===== src/rtl/arm_pipe_pkg.sv =====
// Shared types and default constants for the ARM pipeline stall control logic.
package arm_pipe_pkg;

   localparam int unsigned MEM_TIMEOUT_DEF = 255;
   localparam int unsigned WAIT_W_DEF      = 8;
   localparam int unsigned CNT_W_DEF       = 32;

   typedef enum logic {
      RUN      = 1'b0,
      MEM_WAIT = 1'b1
   } pipe_state_e;

   typedef struct packed {
      logic freeze_if;
      logic bubble_id;
      logic flush;
      logic freeze_all;
   } pipe_ctrl_t;

endpackage


===== src/rtl/sat_counter.sv =====
// Event counter that increments once per cycle with inc high and holds at all-ones.
module sat_counter #(
   parameter int unsigned WIDTH = 32
) (
   input  logic             clk,
   input  logic             rst,
   input  logic             inc,
   output logic [WIDTH-1:0] count
);

   logic [WIDTH-1:0] count_q;
   logic [WIDTH-1:0] count_d;

   always_comb begin
      count_d = count_q;
      if (inc && (count_q != {WIDTH{1'b1}})) begin
         count_d = count_q + WIDTH'(1);
      end
   end

   always_ff @(posedge clk or negedge rst) begin
      if (!rst) begin
         count_q <= '0;
      end else begin
         count_q <= count_d;
      end
   end

   assign count = count_q;

endmodule


===== src/rtl/pipeline_stall_controller.sv =====
// Freeze/bubble/flush generation with a memory-wait FSM and sticky watchdog.
// Statistics counters and their ports exist only when PIPE_STALL_CNT_EN is defined.
module pipeline_stall_controller
   import arm_pipe_pkg::*;
#(
   parameter int unsigned MEM_TIMEOUT = MEM_TIMEOUT_DEF,
   parameter int unsigned WAIT_W      = WAIT_W_DEF
`ifdef PIPE_STALL_CNT_EN
   ,
   parameter int unsigned CNT_W       = CNT_W_DEF
`endif
) (
   input  logic             clk,
   input  logic             rst,
   input  logic             hazard,
   input  logic             branch_taken,
   input  logic             mem_r_en,
   input  logic             mem_w_en,
   input  logic             mem_ready,
   output logic             freeze_if,
   output logic             bubble_id,
   output logic             flush,
   output logic             freeze_all,
   output logic             mem_timeout
`ifdef PIPE_STALL_CNT_EN
   ,
   output logic [CNT_W-1:0] hazard_stall_cnt,
   output logic [CNT_W-1:0] mem_stall_cnt,
   output logic [CNT_W-1:0] flush_cnt
`endif
);

   localparam logic [WAIT_W-1:0] TIMEOUT_VAL = WAIT_W'(MEM_TIMEOUT);

   pipe_state_e       state_q;
   pipe_state_e       state_d;
   logic [WAIT_W-1:0] wait_q;
   logic [WAIT_W-1:0] wait_d;
   logic              timeout_q;
   logic              timeout_d;
   logic              mem_req;
   logic              mstall;
   pipe_ctrl_t        ctrl;

   // Registered state: FSM, consecutive-stall counter, sticky watchdog flag.
   always_ff @(posedge clk or negedge rst) begin
      if (!rst) begin
         state_q   <= RUN;
         wait_q    <= '0;
         timeout_q <= 1'b0;
      end else begin
         state_q   <= state_d;
         wait_q    <= wait_d;
         timeout_q <= timeout_d;
      end
   end

   // The wait counter tallies every stalled cycle, including the first one seen
   // in RUN, so it equals N at the edge ending the N-th consecutive stall.
   always_comb begin
      state_d = state_q;
      wait_d  = '0;
      mstall  = 1'b0;
      mem_req = mem_r_en | mem_w_en;
      case (state_q)
         RUN: begin
            if (mem_req && !mem_ready) begin
               state_d = MEM_WAIT;
               mstall  = 1'b1;
               wait_d  = WAIT_W'(1);
            end
         end
         MEM_WAIT: begin
            if (mem_ready) begin
               state_d = RUN;
            end else begin
               mstall = 1'b1;
               wait_d = (wait_q == TIMEOUT_VAL) ? wait_q : wait_q + WAIT_W'(1);
            end
         end
         default: begin
            state_d = RUN;
         end
      endcase
      // Outputs are held low for as long as reset is asserted.
      mstall    = mstall & rst;
      timeout_d = timeout_q | (mstall && (wait_d == TIMEOUT_VAL));
   end

   // Priority: memory stall over branch flush over hazard bubble.
   always_comb begin
      ctrl            = '0;
      ctrl.freeze_all = mstall;
      ctrl.flush      = rst & branch_taken & ~mstall;
      ctrl.bubble_id  = rst & hazard & ~branch_taken & ~mstall;
      ctrl.freeze_if  = mstall | ctrl.bubble_id;
   end

   assign freeze_if   = ctrl.freeze_if;
   assign bubble_id   = ctrl.bubble_id;
   assign flush       = ctrl.flush;
   assign freeze_all  = ctrl.freeze_all;
   assign mem_timeout = timeout_q;

`ifdef PIPE_STALL_CNT_EN
   sat_counter #(.WIDTH(CNT_W)) u_hazard_cnt (
      .clk   (clk),
      .rst   (rst),
      .inc   (ctrl.bubble_id),
      .count (hazard_stall_cnt)
   );

   sat_counter #(.WIDTH(CNT_W)) u_mem_cnt (
      .clk   (clk),
      .rst   (rst),
      .inc   (ctrl.freeze_all),
      .count (mem_stall_cnt)
   );

   sat_counter #(.WIDTH(CNT_W)) u_flush_cnt (
      .clk   (clk),
      .rst   (rst),
      .inc   (ctrl.flush),
      .count (flush_cnt)
   );
`endif

endmodule


===== config.mk =====
export PLATFORM = sky130hd
export DESIGN_NAME = pipeline_stall_controller
export DESIGN_NICKNAME = d
export VERILOG_FILES = /design/src/rtl/arm_pipe_pkg.sv /design/src/rtl/sat_counter.sv /design/src/rtl/pipeline_stall_controller.sv
export SDC_FILE = /design/constraint.sdc
export NUM_CORES = 1
export LEC_CHECK = 0
export BUFFER_PORTS_ARGS = -buffer_cell sky130_fd_sc_hd__buf_2
export CAP_MARGIN = 20
export CORE_UTILIZATION = 25
export DETAILED_ROUTE_END_ITERATION = 6
export GPL_ROUTABILITY_DRIVEN = 0
export HOLD_SLACK_MARGIN = 0.1
export PLACE_DENSITY_LB_ADDON = 0.2
export SYNTH_ARGS = -nofsm -noshare
export SYNTH_HDL_FRONTEND = slang
export SYNTH_SLANG_ARGS = --single-unit
export TNS_END_PERCENT = 30

===== constraint.sdc =====
create_clock -name clk -period 3.7 [get_ports clk]
set_input_delay 0.185 -clock clk [delete_from_list [all_inputs] [get_ports clk]]
set_output_delay 0.185 -clock clk [all_outputs]
set_load 0.01 [all_outputs]

Word-level counts from Yosys, hierarchy flattened
Index checks and enable logic that the tools add are counted.
Cells by class
  $add $sub $neg: 1
  eq/ne operators: 2
  muxes and demuxes: 7
  bitwise logic cells: 12
  reduce and logical (&&, ||, !) cells: 3
Operator list (count)
  8-bit == test (second input constant): 2
  8-bit two-way mux: 2
  8-bit one-hot mux with 2 select lines: 1
  8-bit by 1-bit adder with 8-bit output (second input constant): 1
  1-bit bitwise AND: 6
  1-bit two-way mux: 3
  1-bit NOT: 3
  1-bit OR: 3
  1-bit logical AND: 2
  1-bit one-hot mux with 2 select lines: 1
  1-bit zero test: 1
Storage, ports and cells
  register bits after elaboration: 10
  input bits: 7
  output and inout bits: 5
  word-level logic and storage cells: 28

Longest topological paths before layout
Gate-level depths: netlist of the first run.
  depth after elaboration: 8
  mapped depth: 6
  gate-level depth less buffers: 6

Worst setup path after synthesis of the first run
No wires, ideal clock.
  path kind: flip-flop to flip-flop
  start point: register wait_q[1]
  end point: register timeout_q, in the netlist mem_timeout
  library setup time: 65 ps
  arrival time: 1526 ps
  data required time: 3635 ps
  slack: 2109 ps
  stages on the path, launching flop included: 7
  buffers on the path: 0
  period minus slack after synthesis: 1591 ps
  cells stage by stage: dfrtp_1 ha_1 nand2_1 a2111oi_2 a31o_2 and4bb_1 a31o_1
On the way
  word-level cells in the longest chain between the ends: 7
  elaborated cells on any way between the ends: 8
  classes of those cells: add/sub (1); eq/ne (2); mux (3); bitwise (1); reduce/logical (1)
RTL lines
  from (decl): RTL line pipeline_stall_controller.sv:37  | logic [WAIT_W-1:0] wait_q;
  from (signal assigned): RTL line pipeline_stall_controller.sv:53  | wait_q <= wait_d;
  8-bit by 1-bit adder with 8-bit output / 8-bit == test (equally long branches): RTL line pipeline_stall_controller.sv:78  | wait_d = (wait_q == TIMEOUT_VAL) ? wait_q : wait_q + WAIT_W'(1);
  8-bit two-way mux *: RTL line pipeline_stall_controller.sv:78
  8-bit two-way mux *: RTL line pipeline_stall_controller.sv:74  | if (mem_ready) begin
  8-bit one-hot mux with 2 select lines *: RTL line pipeline_stall_controller.sv:65  | case (state_q)
  net wait_d[7]: RTL line pipeline_stall_controller.sv:38  | logic [WAIT_W-1:0] wait_d;
  8-bit == test *: RTL line pipeline_stall_controller.sv:87  | timeout_d = timeout_q | (mstall && (wait_d == TIMEOUT_VAL));
  1-bit logical AND *: RTL line pipeline_stall_controller.sv:87
  1-bit OR *: RTL line pipeline_stall_controller.sv:87
  net timeout_d: RTL line pipeline_stall_controller.sv:40  | logic timeout_d;
  to (signal assigned): RTL line pipeline_stall_controller.sv:54  | timeout_q <= timeout_d;
  to (decl): RTL line pipeline_stall_controller.sv:39  | logic timeout_q;
The timed path passes the listed nets; every way through them passes the cells marked *.

Worst setup path in the final report of the first run
  start point: register wait_q[0]
  end point: register timeout_q, in the netlist mem_timeout
On the way
  word-level cells in the longest chain between the ends: 7
  elaborated cells on any way between the ends: 8
  classes of those cells: add/sub (1); eq/ne (2); mux (3); bitwise (1); reduce/logical (1)
RTL lines (RTL line)
  8-bit by 1-bit adder with 8-bit output / 8-bit == test (equally long branches): pipeline_stall_controller.sv:78
  8-bit two-way mux *: pipeline_stall_controller.sv:78
  8-bit two-way mux *: pipeline_stall_controller.sv:74
  8-bit one-hot mux with 2 select lines *: pipeline_stall_controller.sv:65
  8-bit == test *: pipeline_stall_controller.sv:87
  1-bit logical AND *: pipeline_stall_controller.sv:87
  1-bit OR *: pipeline_stall_controller.sv:87
  net timeout_d: pipeline_stall_controller.sv:40
Marked as above.

==> results of run 1 <==
[state kept, by name, indices dropped and copies added, names as in the netlist]
register	count
wait_q	8
mem_timeout	1
state_q	1
[per-layer routing]
layer / wire [um] / up-vias
met5: 0 / -
met4: 0 / 0
met3: 75 / 0
met2: 630 / 18
met1: 619 / 259
li1: - / 269
[final cells by class]
cell class | instances | area (um^2)
inverter | 1 | 3.75
timing repair buffer | 12 | 65.1
clock buffer | 3 | 22.5
sequential | 10 | 250
fill | 264 | 1540
tap | 28 | 35.0
multi-input combinational | 52 | 343
[stage by stage]
stage,util,instances
2_1_floorplan,-,65
3_5_place_dp,0.305,102
4_1_cts,0.319,106
5_1_grt,0.319,106
6_report,0.319,106
3_3_place_gp,0.305,102
[cell usage after synthesis (2+ instances only)]
cell type / number
sky130_fd_sc_hd__dfrtp_1: 10
sky130_fd_sc_hd__nor2_1: 8
sky130_fd_sc_hd__nand3_1: 6
sky130_fd_sc_hd__o21ai_0: 4
sky130_fd_sc_hd__a21oi_1: 3
sky130_fd_sc_hd__nand2b_1: 3
sky130_fd_sc_hd__a21o_1: 2
sky130_fd_sc_hd__a31oi_1: 2
sky130_fd_sc_hd__and3b_1: 2
sky130_fd_sc_hd__buf_2: 2
sky130_fd_sc_hd__nand2_1: 2
sky130_fd_sc_hd__o21a_1: 2
[power breakdown]
group | leakage [nW] | switching [mW] | internal, mW
sequential | 0.136 | 0.00420 | 0.112
clock | 0.0138 | 0.0362 | 0.0375
combinational | 0.183 | 0.0113 | 0.0102
total | 0.332 | 0.0517 | 0.159
[cell families after synthesis]
logic type / after synthesis / share of synthesized area
buffers and inverters: 3 / 0.0227
multiplexers: 1 / 0.0165
flip-flops: 10 / 0.412
AO/OA/AOI/OAI: 18 / 0.206
XOR/XNOR: 1 / 0.0144
adder cells (fa/ha/maj): 1 / 0.0206
AND/OR/NAND/NOR: 31 / 0.307
[critical path, delay by kind of cell (launching register included)]
| family | cells | cell delay (ns) |
|---|---|---|
| AO/OA/AOI/OAI | 2 | 0.27 |
| adder cells (fa/ha/maj) | 1 | 0.27 |
| flip-flops | 1 | 0.50 |
| AND/OR/NAND/NOR | 3 | 0.76 |
[final timing paths]
kind                          endpoint  slack [ns]         from  cells after the start
min reg2reg                mem_timeout        0.48  mem_timeout                      1
max                        mem_timeout        1.85    wait_q[0]                      6
min                            state_q        0.16    mem_ready                      2
min in group asynchronous    wait_q[4]        0.33          rst                      2
max reg2reg                mem_timeout        1.85    wait_q[0]                      6
max in group asynchronous      state_q        3.13          rst                      2
[repair_timing]
item,CTS,global route
endpoints found under the setup margin,0,0
hold buffers,1,0
hold endpoints to repair,10,0
==> flow_results.xml, run 1 <==
<?xml version="1.0" encoding="UTF-8"?>
<metrics>
  <group name="run_status">
    <metric name="outcome" unit="">finished clean</metric>
  </group>
  <group name="sta">
    <metric name="fin_tns_setup" unit="ns">0</metric>
    <metric name="unrepaired_setup_endpoints_after_global_routing" unit="">false</metric>
    <metric name="finalHoldViolCount" unit="">0</metric>
    <metric name="fin_crit" unit="ns">1.85</metric>
    <metric name="timing.max_slew.rel_slack" unit="">0.725</metric>
    <metric name="timing_worst_slew_pin_value" unit="ns">0.410</metric>
    <metric name="clock-skew-final" unit="ns">0.00775</metric>
    <metric name="layout_setup_ws" unit="ns">1.85</metric>
    <metric name="finalCritPeriodShare" unit="">0.499</metric>
    <metric name="finalHoldWorstSlack" unit="ns">0.164</metric>
    <metric name="setup_viol_count_final" unit="">0</metric>
    <metric name="final-max-slew-violation-count" unit="">0</metric>
    <metric name="fmaxAchievable" unit="GHz">0.541</metric>
  </group>
  <group name="global_route">
    <metric name="first_global_vias" unit="">510</metric>
    <metric name="grt_use_total" unit="">0.119</metric>
    <metric name="grt_start_max_net_pins" unit="">16</metric>
    <metric name="global_route.overflow_total" unit="">0</metric>
    <metric name="grt_most_used_layer" unit="">met2</metric>
    <metric name="number_of_antenna_violations_at_the_first_check_in_global_routing" unit="">0</metric>
    <metric name="global_route_wire_length_before_repair" unit="mm">2.24</metric>
    <metric name="grt_use_met2" unit="">0.186</metric>
    <metric name="global_route.usage.met3" unit="">0.0595</metric>
    <metric name="global_route.usage.met1" unit="">0.146</metric>
  </group>
  <group name="clock_tree">
    <metric name="numClockSinks" unit="">10</metric>
    <metric name="root_buffer" unit="">sky130_fd_sc_hd__clkbuf_4</metric>
    <metric name="post-cts-setup-buffers" unit="">0</metric>
    <metric name="tritoncts" unit="">built</metric>
    <metric name="cts_made_buffers" unit="">3</metric>
    <metric name="cts.reportedPaths.clkPinSlew" unit="ns">0.07</metric>
    <metric name="ctsLongestPathBuffers" unit="">2</metric>
    <metric name="clk-insertion-delay-late" unit="ns">0.26</metric>
    <metric name="cts-resized-gates" unit="">0</metric>
    <metric name="cts.htree.levels" unit="">1</metric>
  </group>
  <group name="synthesis">
    <metric name="netlist-cell-type-count" unit="">31</metric>
    <metric name="synth_ff_type" unit="">sky130_fd_sc_hd__dfrtp_1</metric>
    <metric name="synth_fp_nets" unit="">73</metric>
    <metric name="synth_edf_count" unit="">0</metric>
    <metric name="yosysSeqAreaShare" unit="">0.412</metric>
    <metric name="synthTopCellsByArea" unit="">sky130_fd_sc_hd__dfrtp_1 (41%), sky130_fd_sc_hd__nand3_1 (4.9%), sky130_fd_sc_hd__nor2_1 (4.9%), sky130_fd_sc_hd__o21ai_0 (3.3%), sky130_fd_sc_hd__nand2b_1 (3.1%)</metric>
    <metric name="flip_flop_and_latch_count_after_synthesis" unit="">10</metric>
    <metric name="synth-async-reset-ratio" unit="">1.00</metric>
    <metric name="syn_area_per_cell" unit="um^2">9.34</metric>
    <metric name="post_synth_instance_area" unit="um^2">607</metric>
    <metric name="synthesis.instances" unit="">65</metric>
    <metric name="ys.warnings.count" unit="">0</metric>
    <metric name="yosys.area.top_type" unit="">sky130_fd_sc_hd__dfrtp_1</metric>
    <metric name="area_share_of_the_leading_cell_type_in_the_synthesized_netlist" unit="">0.412</metric>
  </group>
  <group name="setup_path">
    <metric name="critical_path.startpoint_type" unit="">flop</metric>
    <metric name="cpPeakStageDelay" unit="ns">0.50</metric>
    <metric name="cp_max_fo" unit="">9</metric>
    <metric name="cp-end-kind" unit="">flop</metric>
    <metric name="worst_path_max_delay_cell" unit="">sky130_fd_sc_hd__dfrtp_1</metric>
    <metric name="timing.critical_path.cells" unit="">ha_1 &gt; nand3_1 &gt; nor2_1 &gt; a21oi_1 &gt; and4bb_1 &gt; a31o_1</metric>
    <metric name="worst-endpoint-arrival" unit="ns">2.05</metric>
    <metric name="timing.setup.critical_path_class" unit="">flop to flop</metric>
    <metric name="crit_required" unit="ns">3.91</metric>
  </group>
  <group name="placed_design">
    <metric name="place_area" unit="um^2">687</metric>
    <metric name="dp_worst_setup_slack" unit="ns">1.86</metric>
    <metric name="number_of_port_buffers" unit="">11</metric>
    <metric name="dp_hpwl" unit="mm">1.03</metric>
  </group>
  <group name="layout">
    <metric name="ant_diodes" unit="">0</metric>
    <metric name="num-nets-final" unit="">88</metric>
    <metric name="layout_area_overhead" unit="%">18.6</metric>
    <metric name="commonest_non_fill_non_tap_cell_in_the_layout" unit="">sky130_fd_sc_hd__buf_2</metric>
    <metric name="most-common-layout-cells" unit="">sky130_fd_sc_hd__buf_2 (11), sky130_fd_sc_hd__dfrtp_1 (10), sky130_fd_sc_hd__nor2_1 (8)</metric>
    <metric name="fin_area" unit="um^2">719</metric>
    <metric name="fraction_of_layout_instances_using_a_drive_strength_above_1" unit="">0.244</metric>
  </group>
  <group name="routing">
    <metric name="route.vias.total" unit="">546</metric>
    <metric name="first_pass_iters" unit="">4</metric>
    <metric name="totalWireLength" unit="mm">1.33</metric>
    <metric name="routed_wire_length_per_instance" unit="um">12.5</metric>
    <metric name="drcViolationCount" unit="">0</metric>
    <metric name="detail-route-antenna-nets" unit="">0</metric>
    <metric name="detailedRoute.firstIterationViolations" unit="">9</metric>
    <metric name="vias_per_cell" unit="">5.15</metric>
  </group>
  <group name="floorplan">
    <metric name="pin_count" unit="">12</metric>
    <metric name="dieHeight" unit="um">51.3</metric>
    <metric name="fp.dieArea" unit="um^2">2630</metric>
    <metric name="start_util" unit="">0.269</metric>
    <metric name="coreArea" unit="um^2">2250</metric>
    <metric name="die_width" unit="um">51.3</metric>
    <metric name="rows" unit="">17</metric>
  </group>
  <group name="flow_run">
    <metric name="timing.max_cap.violations" unit="">0</metric>
  </group>
  <group name="worst_hold_path">
    <metric name="min_path_type" unit="">input port to flop</metric>
  </group>
  <group name="power_and_ir_drop">
    <metric name="worst_ir_drop_vdd" unit="uV">108</metric>
    <metric name="leakage_power" unit="nW">0.332</metric>
    <metric name="power_per_cell_area" unit="nW/um^2">293</metric>
    <metric name="totalPowerFinal" unit="uW">211</metric>
  </group>
</metrics>
No activity file was read; power rests on OpenSTA's default activity.
==> inputs of run 2 (changes only) <==
clock period = 1.55 ns   (was 3.7 ns; I/O delays follow)
==> run 2 against run 1 <==
  * Design area grew 34%
  * Clock skew shrank 0.0070 ns
  * Fmax grew 22%
  * Worst setup slack lost 1.8 ns
  * First-iteration DRC count shrank 44%
  * Global-route usage grew 2.8 points
  * Sequential power grew 140%
  * Flip-flop and latch count is the same
  * Combinational power grew to 3.7 times the previous value
  * Wire length grew 22%
  * Largest power group unchanged
==> flow_results.xml, run 2 (synthesized netlist as in run 1, its figures left out) <==
<?xml version="1.0" encoding="UTF-8"?>
<metrics>
  <group name="global_route">
    <metric name="number_of_antenna_violations_at_the_first_check_in_global_routing" unit="">0</metric>
    <metric name="grt_start_max_net_pins" unit="">10</metric>
    <metric name="first_global_vias" unit="">611</metric>
    <metric name="grt_use_total" unit="">0.147</metric>
    <metric name="global_route_wire_length_before_repair" unit="mm">2.80</metric>
    <metric name="global_route.overflow_total" unit="">0</metric>
  </group>
  <group name="setup_path">
    <metric name="critical_path.startpoint_type" unit="">flop</metric>
    <metric name="timing.critical_path.cells" unit="">ha_4 &gt; and3_4 &gt; a31oi_4 &gt; nor2_2 &gt; and4bb_1 &gt; a31o_1</metric>
    <metric name="crit_required" unit="ns">1.70</metric>
    <metric name="cp-end-kind" unit="">flop</metric>
    <metric name="r2r_cells" unit="">6</metric>
    <metric name="cp_top_family" unit="">flip-flops</metric>
    <metric name="cpPeakStageDelay" unit="ns">0.45</metric>
    <metric name="worst-endpoint-arrival" unit="ns">1.67</metric>
    <metric name="timing.setup.critical_path_class" unit="">flop to flop</metric>
    <metric name="cp_max_fo" unit="">5</metric>
    <metric name="worst_path_max_delay_cell" unit="">sky130_fd_sc_hd__dfrtp_2</metric>
    <metric name="worst-path-buf-inv" unit="">0</metric>
    <metric name="cp_num_cells" unit="">6</metric>
  </group>
  <group name="placed_design">
    <metric name="dp_worst_setup_slack" unit="ns">-0.0468</metric>
    <metric name="placed_insts" unit="">117</metric>
    <metric name="number_of_port_buffers" unit="">11</metric>
    <metric name="dp_hpwl" unit="mm">1.20</metric>
  </group>
  <group name="power_and_ir_drop">
    <metric name="leakage_power" unit="nW">0.441</metric>
    <metric name="worst_ir_drop_vdd" unit="uV">405</metric>
    <metric name="power.sequential.fraction" unit="">0.471</metric>
    <metric name="power.net_switching" unit="uW">133</metric>
    <metric name="totalPowerFinal" unit="uW">584</metric>
    <metric name="p_comb_frac" unit="">0.136</metric>
    <metric name="share_clk_of_total_power" unit="">0.393</metric>
    <metric name="internal-power" unit="uW">452</metric>
    <metric name="power_switching_share" unit="">0.227</metric>
    <metric name="power_per_cell_area" unit="nW/um^2">604</metric>
  </group>
  <group name="floorplan">
    <metric name="pin_count" unit="">12</metric>
    <metric name="fp.dieArea" unit="um^2">2630</metric>
    <metric name="coreArea" unit="um^2">2250</metric>
    <metric name="rows" unit="">17</metric>
    <metric name="dieHeight" unit="um">51.3</metric>
    <metric name="start_util" unit="">0.269</metric>
    <metric name="die_width" unit="um">51.3</metric>
  </group>
  <group name="clock_tree">
    <metric name="clk-insertion-delay-late" unit="ns">0.26</metric>
    <metric name="cts.reportedPaths.clkPinSlew" unit="ns">0.06</metric>
    <metric name="numClockSinks" unit="">10</metric>
    <metric name="cts.htree.levels" unit="">1</metric>
    <metric name="tritoncts" unit="">built</metric>
    <metric name="cts_made_buffers" unit="">3</metric>
    <metric name="root_buffer" unit="">sky130_fd_sc_hd__clkbuf_4</metric>
    <metric name="ctsLongestPathBuffers" unit="">2</metric>
  </group>
  <group name="sta">
    <metric name="fin_crit" unit="ns">1.52</metric>
    <metric name="timing.max_slew.rel_slack" unit="">0.809</metric>
    <metric name="final-max-slew-violation-count" unit="">0</metric>
    <metric name="setup_viol_count_final" unit="">0</metric>
    <metric name="layout_setup_ws" unit="ns">0.0327</metric>
    <metric name="timing_worst_slew_pin_value" unit="ns">0.285</metric>
    <metric name="fmaxAchievable" unit="GHz">0.659</metric>
    <metric name="finalHoldViolCount" unit="">0</metric>
    <metric name="finalCritPeriodShare" unit="">0.979</metric>
    <metric name="finalHoldWorstSlack" unit="ns">0.185</metric>
    <metric name="unrepaired_setup_endpoints_after_global_routing" unit="">true</metric>
    <metric name="clock-skew-final" unit="ns">0.000707</metric>
  </group>
  <group name="routing">
    <metric name="detailedRoute.firstIterationViolations" unit="">5</metric>
    <metric name="first_pass_iters" unit="">4</metric>
    <metric name="vias_per_cell" unit="">4.77</metric>
    <metric name="drcViolationCount" unit="">0</metric>
    <metric name="routed_wire_length_per_instance" unit="um">12.6</metric>
    <metric name="totalWireLength" unit="mm">1.61</metric>
    <metric name="route.vias.total" unit="">611</metric>
    <metric name="detail-route-antenna-nets" unit="">0</metric>
  </group>
  <group name="layout">
    <metric name="largest_reg_flops" unit="">8</metric>
    <metric name="ant_diodes" unit="">0</metric>
    <metric name="layout_area_overhead" unit="%">59.4</metric>
    <metric name="final_util" unit="">0.429</metric>
    <metric name="most-common-layout-cells" unit="">sky130_fd_sc_hd__buf_4 (19), sky130_fd_sc_hd__buf_2 (11), sky130_fd_sc_hd__nor2_1 (6), sky130_fd_sc_hd__dfrtp_1 (6), sky130_fd_sc_hd__nand3_1 (5)</metric>
    <metric name="commonest_non_fill_non_tap_cell_in_the_layout" unit="">sky130_fd_sc_hd__buf_4</metric>
    <metric name="final.fill_count" unit="">254</metric>
    <metric name="finish.cell_count_without_fillers" unit="">128</metric>
    <metric name="num-nets-final" unit="">109</metric>
    <metric name="fraction_of_layout_instances_using_a_drive_strength_above_1" unit="">0.520</metric>
    <metric name="most_flops_register" unit="">wait_q</metric>
  </group>
  <group name="run_status">
    <metric name="outcome" unit="">finished clean</metric>
  </group>
  <group name="flow_run">
    <metric name="timing.max_cap.violations" unit="">0</metric>
  </group>
  <group name="worst_hold_path">
    <metric name="min_path_type" unit="">input port to async pin</metric>
  </group>
</metrics>
-- run 2: cell count changes in the layout (fill, tap and decap cells not counted), moves of 2 or more --
| cell | change |
|---|---|
| sky130_fd_sc_hd__dfrtp_1 | -4 |
| sky130_fd_sc_hd__buf_4 | +19 |
| sky130_fd_sc_hd__nor2_1 | -2 |
| sky130_fd_sc_hd__nor2_2 | +2 |
| sky130_fd_sc_hd__dfrtp_2 | +4 |
| sky130_fd_sc_hd__o21ai_0 | -2 |
-- run 2: what timing repair did --
item	CTS	global route
pin swaps	5	4
hold buffers	2	0
resized for setup	11	7
setup buffers	3	2
gates cloned	0	0
hold endpoints to repair	11	0
setup endpoints to repair	1	3
-- run 2: layout make-up --
cell class                      count  area (um^2)  share of cell area
Multi-Input combinational cell     52          408               0.422
Sequential cell                    10          255               0.264
Timing Repair Buffer               33          229               0.237
Clock buffer                        4         36.3              0.0375
Tap cell                           28         35.0              0.0362
Inverter                            1         3.75             0.00388
-- run 2: per-stage QoR --
step,setup TNS [ns],instance area (um^2)
after CTS,0,923
after detailed placement,-0.0468,806
after floorplan,0,616
after global routing,-0.0290,967
after global placement,-0.00360,806
final,0,967
-- run 2: worst paths after layout --
check	endpoint	slack, ns	start
min reg2reg	mem_timeout	0.47	mem_timeout
max	mem_timeout	0.03	wait_q[1]
max reg2reg	mem_timeout	0.03	wait_q[1]
min	wait_q[5]	0.18	rst
max in group asynchronous	wait_q[0]	1.01	rst
min in group clk	state_q	0.20	mem_r_en
-- run 2: layer usage --
layer	vias up	global-route usage	part of all wire
met1	286	0.192	0.47
li1	311	-	-
met2	14	0.241	0.50
met5	-	0	0
met3	0	0.0446	0.037
met4	0	0.0270	0
-- run 2: power by group through the flow --
stage | sequential, mW | clock, mW | combinational [mW]
after floorplan | 0.276 | 0 | 0.0336
after global placement | 0.277 | 0 | 0.0681
after detailed placement | 0.277 | 0 | 0.0682
after CTS | 0.275 | 0.240 | 0.0786
after global routing | 0.276 | 0.248 | 0.0884
final | 0.275 | 0.230 | 0.0795
==> inputs of run 3 (changes only) <==
SETUP_SLACK_MARGIN = 0.4   (was default)
SYNTH_HIERARCHICAL = 1   (was default)
==> run 3 against run 2 <==
  * The run now ends with negative hold slack left
  * Highest routed layer is now met4
  * Largest cell class unchanged
  * Worst setup slack worse by 0.014 ns
  * Utilization up 1.0 points
  * Critical endpoint unchanged
  * Register-to-register slack about the same
  * Sequential power about the same
  * Hold slack worse by 0.19 ns
  * Global-route usage down 0.45 points
  * Non-clock buffer count down 1
  * Synthesized cell count unchanged
  * Area after synthesis unchanged
  * Critical path depth down 1
==> flow_results.xml, run 3 <==
<?xml version="1.0" encoding="UTF-8"?>
<metrics>
  <group name="flow_run">
    <metric name="timing.max_cap.violations" unit="">0</metric>
  </group>
  <group name="synthesis">
    <metric name="yosys.area.top_type" unit="">sky130_fd_sc_hd__dfrtp_1</metric>
    <metric name="synth_ff_type" unit="">sky130_fd_sc_hd__dfrtp_1</metric>
    <metric name="ys.warnings.count" unit="">6</metric>
    <metric name="synth-async-reset-ratio" unit="">1.00</metric>
    <metric name="synth_fp_nets" unit="">73</metric>
    <metric name="ys_top_cells_by_count" unit="">sky130_fd_sc_hd__dfrtp_1 (10), sky130_fd_sc_hd__nor2_1 (8), sky130_fd_sc_hd__nand3_1 (6)</metric>
    <metric name="flip_flop_and_latch_count_after_synthesis" unit="">10</metric>
    <metric name="synth_edf_count" unit="">0</metric>
    <metric name="post_synth_instance_area" unit="um^2">607</metric>
    <metric name="synthesis.instances" unit="">65</metric>
    <metric name="yosysSeqAreaShare" unit="">0.412</metric>
    <metric name="synth.most_common_cell" unit="">sky130_fd_sc_hd__dfrtp_1</metric>
    <metric name="netlist-cell-type-count" unit="">31</metric>
    <metric name="syn_area_per_cell" unit="um^2">9.34</metric>
    <metric name="area_share_of_the_leading_cell_type_in_the_synthesized_netlist" unit="">0.412</metric>
    <metric name="synthTopCellsByArea" unit="">sky130_fd_sc_hd__dfrtp_1 (41%), sky130_fd_sc_hd__nand3_1 (4.9%), sky130_fd_sc_hd__nor2_1 (4.9%), sky130_fd_sc_hd__o21ai_0 (3.3%), sky130_fd_sc_hd__nand2b_1 (3.1%)</metric>
  </group>
  <group name="floorplan">
    <metric name="coreArea" unit="um^2">2250</metric>
    <metric name="die_width" unit="um">51.3</metric>
    <metric name="fp.dieArea" unit="um^2">2630</metric>
    <metric name="rows" unit="">17</metric>
    <metric name="pin_count" unit="">12</metric>
    <metric name="start_util" unit="">0.269</metric>
    <metric name="dieHeight" unit="um">51.3</metric>
  </group>
  <group name="setup_path">
    <metric name="cpPeakStageDelay" unit="ns">0.43</metric>
    <metric name="worst_path_max_delay_cell" unit="">sky130_fd_sc_hd__dfrtp_2</metric>
    <metric name="critical_path.startpoint_type" unit="">flop</metric>
    <metric name="timing.critical_path.cells" unit="">nand3_1 &gt; nand2b_1 &gt; a31o_2 &gt; and4bb_1 &gt; a31o_1</metric>
    <metric name="worst-endpoint-arrival" unit="ns">1.69</metric>
    <metric name="cp_max_fo" unit="">6</metric>
    <metric name="cp-end-kind" unit="">flop</metric>
    <metric name="crit_required" unit="ns">1.71</metric>
    <metric name="cp_top_family" unit="">simple AND/OR/NAND/NOR gates</metric>
    <metric name="worst-path-buf-inv" unit="">0</metric>
    <metric name="timing.setup.critical_path_class" unit="">flop to flop</metric>
  </group>
  <group name="layout">
    <metric name="final.fill_count" unit="">228</metric>
    <metric name="fraction_of_layout_instances_using_a_drive_strength_above_1" unit="">0.576</metric>
    <metric name="commonest_non_fill_non_tap_cell_in_the_layout" unit="">sky130_fd_sc_hd__buf_4</metric>
    <metric name="multi_input_comb_area" unit="um^2">425</metric>
    <metric name="most-common-layout-cells" unit="">sky130_fd_sc_hd__buf_4 (16), sky130_fd_sc_hd__buf_2 (11), sky130_fd_sc_hd__dfrtp_2 (7)</metric>
    <metric name="ant_diodes" unit="">0</metric>
    <metric name="num-nets-final" unit="">108</metric>
    <metric name="area.sequential" unit="um^2">259</metric>
    <metric name="most_flops_register" unit="">wait_q</metric>
    <metric name="finish.cell_count_without_fillers" unit="">127</metric>
    <metric name="largest_reg_flops" unit="">8</metric>
    <metric name="layout_area_overhead" unit="%">63.1</metric>
  </group>
  <group name="sta">
    <metric name="clock-skew-final" unit="ns">0.00630</metric>
    <metric name="timing.max_slew.rel_slack" unit="">0.814</metric>
    <metric name="finalHoldWorstSlack" unit="ns">-0.00270</metric>
    <metric name="finalHoldViolCount" unit="">1</metric>
    <metric name="unrepaired_setup_endpoints_after_global_routing" unit="">true</metric>
    <metric name="fin_crit" unit="ns">1.53</metric>
    <metric name="setup_viol_count_final" unit="">0</metric>
    <metric name="timing_worst_slew_pin_value" unit="ns">0.278</metric>
    <metric name="finalCritPeriodShare" unit="">0.988</metric>
    <metric name="fmaxAchievable" unit="GHz">0.653</metric>
    <metric name="final-max-slew-violation-count" unit="">0</metric>
    <metric name="fin_tns_setup" unit="ns">0</metric>
  </group>
  <group name="clock_tree">
    <metric name="clk-insertion-delay-late" unit="ns">0.28</metric>
    <metric name="cts.htree.levels" unit="">1</metric>
    <metric name="numClockSinks" unit="">10</metric>
    <metric name="tritoncts" unit="">built</metric>
    <metric name="cts_made_buffers" unit="">3</metric>
    <metric name="cts.reportedPaths.clkPinSlew" unit="ns">0.07</metric>
    <metric name="root_buffer" unit="">sky130_fd_sc_hd__clkbuf_4</metric>
    <metric name="ctsLongestPathBuffers" unit="">2</metric>
  </group>
  <group name="run_status">
    <metric name="violations" unit="">negative hold slack</metric>
    <metric name="outcome" unit="">complete, but fails checks</metric>
  </group>
  <group name="power_and_ir_drop">
    <metric name="worst_ir_drop_vdd" unit="uV">400</metric>
    <metric name="power.net_switching" unit="uW">152</metric>
    <metric name="internal-power" unit="uW">463</metric>
    <metric name="power.sequential.fraction" unit="">0.449</metric>
    <metric name="power_switching_share" unit="">0.247</metric>
    <metric name="power_per_cell_area" unit="nW/um^2">621</metric>
    <metric name="share_clk_of_total_power" unit="">0.399</metric>
    <metric name="leakage_power" unit="nW">0.440</metric>
    <metric name="p_comb_frac" unit="">0.152</metric>
  </group>
  <group name="placed_design">
    <metric name="number_of_port_buffers" unit="">11</metric>
    <metric name="dp_hpwl" unit="mm">1.14</metric>
    <metric name="placed_insts" unit="">115</metric>
  </group>
  <group name="global_route">
    <metric name="grt_start_max_net_pins" unit="">11</metric>
    <metric name="first_global_vias" unit="">595</metric>
    <metric name="grt_use_total" unit="">0.143</metric>
    <metric name="number_of_antenna_violations_at_the_first_check_in_global_routing" unit="">0</metric>
    <metric name="global_route_wire_length_before_repair" unit="mm">2.69</metric>
    <metric name="global_route.overflow_total" unit="">0</metric>
  </group>
  <group name="routing">
    <metric name="detailedRoute.firstIterationViolations" unit="">6</metric>
    <metric name="vias_per_cell" unit="">4.91</metric>
    <metric name="first_pass_iters" unit="">4</metric>
    <metric name="totalWireLength" unit="mm">1.69</metric>
    <metric name="route.vias.total" unit="">624</metric>
    <metric name="drcViolationCount" unit="">0</metric>
    <metric name="detail-route-antenna-nets" unit="">0</metric>
    <metric name="routed_wire_length_per_instance" unit="um">13.3</metric>
  </group>
  <group name="worst_hold_path">
    <metric name="min_path_type" unit="">input port to flop</metric>
  </group>
</metrics>
==> run 3: changes by cell type in the layout (fill, tap and decap cells not counted), moves of 2 or more <==
cell	previous run	this run
sky130_fd_sc_hd__dfrtp_1	6	3
sky130_fd_sc_hd__buf_4	19	16
sky130_fd_sc_hd__dfrtp_2	4	7
sky130_fd_sc_hd__nor2_1	6	4
==> run 3: timing repair <==
| action | in CTS | in global routing |
|---|---|---|
| endpoints found under the setup margin | 13 | 13 |
| resized for setup | 9 | 15 |
| hold buffers | 1 | 2 |
| endpoints found under the hold margin | 11 | 5 |
| buffers inserted | 2 | 3 |
| pin swaps | 2 | 12 |
| gates cloned | 0 | 0 |
==> run 3: stage by stage <==
step           hold slack [ns]  utilization  cell area, um^2  power, mW  setup slack [ns]
3_5_place_dp           -0.0955        0.357              805      0.349           -0.0614
5_1_grt                0.00355        0.439              990      0.648           -0.0467
2_1_floorplan           -0.218            -              633      0.312            0.0361
3_3_place_gp           -0.0924        0.357              805      0.349           -0.0456
4_1_cts                 0.0238        0.397              895      0.605            0.0447
6_report              -0.00270        0.439              990      0.615            0.0191
==> run 3: area by class of cell <==
class | count | share of cell area
Inverter | 1 | 0.00379
Tap cell | 28 | 0.0354
Multi-Input combinational cell | 52 | 0.430
Timing Repair Buffer | 32 | 0.233
Clock buffer | 4 | 0.0367
Sequential cell | 10 | 0.262
==> run 3: layer usage <==
layer,GRT usage,vias to the layer above,routed length [um]
li1,-,312,-
met4,0.0811,0,40
met1,0.168,288,768
met5,0,-,0
met2,0.235,19,811
met3,0.0357,5,69
==> run 3: logic make-up (layout without fill, tap and decap cells) <==
kind of cell / Yosys count / count (layout) / synth area share
flip-flops: 10 / 10 / 0.412
XOR/XNOR: 1 / 1 / 0.0144
buffers and inverters: 3 / 37 / 0.0227
adder cells (fa/ha/maj): 1 / 1 / 0.0206
multiplexers: 1 / 1 / 0.0165
AO/OA/AOI/OAI: 18 / 18 / 0.206
AND/OR/NAND/NOR: 31 / 31 / 0.307
==> run 3: path summary, 6_finish.rpt <==
path	start	slack, ns	to	cells past startpoint
worst max-delay path	wait_q[5]	0.02	mem_timeout	5
worst min-delay path	mem_ready	-0.003	state_q	2
worst max register to register	wait_q[5]	0.02	mem_timeout	5
worst min register to register	mem_timeout	0.49	mem_timeout	1
max in group asynchronous	rst	0.74	wait_q[0]	4
min in group asynchronous	rst	0.40	wait_q[4]	3
==> run 3: power groups by stage <==
stage | Sequential (mW) | Clock (mW) | Combinational (mW)
global route | 0.277 | 0.268 | 0.103
detailed placement | 0.278 | 0 | 0.0710
global placement | 0.277 | 0 | 0.0714
CTS | 0.275 | 0.249 | 0.0810
finish | 0.276 | 0.245 | 0.0937
floorplan | 0.276 | 0 | 0.0352
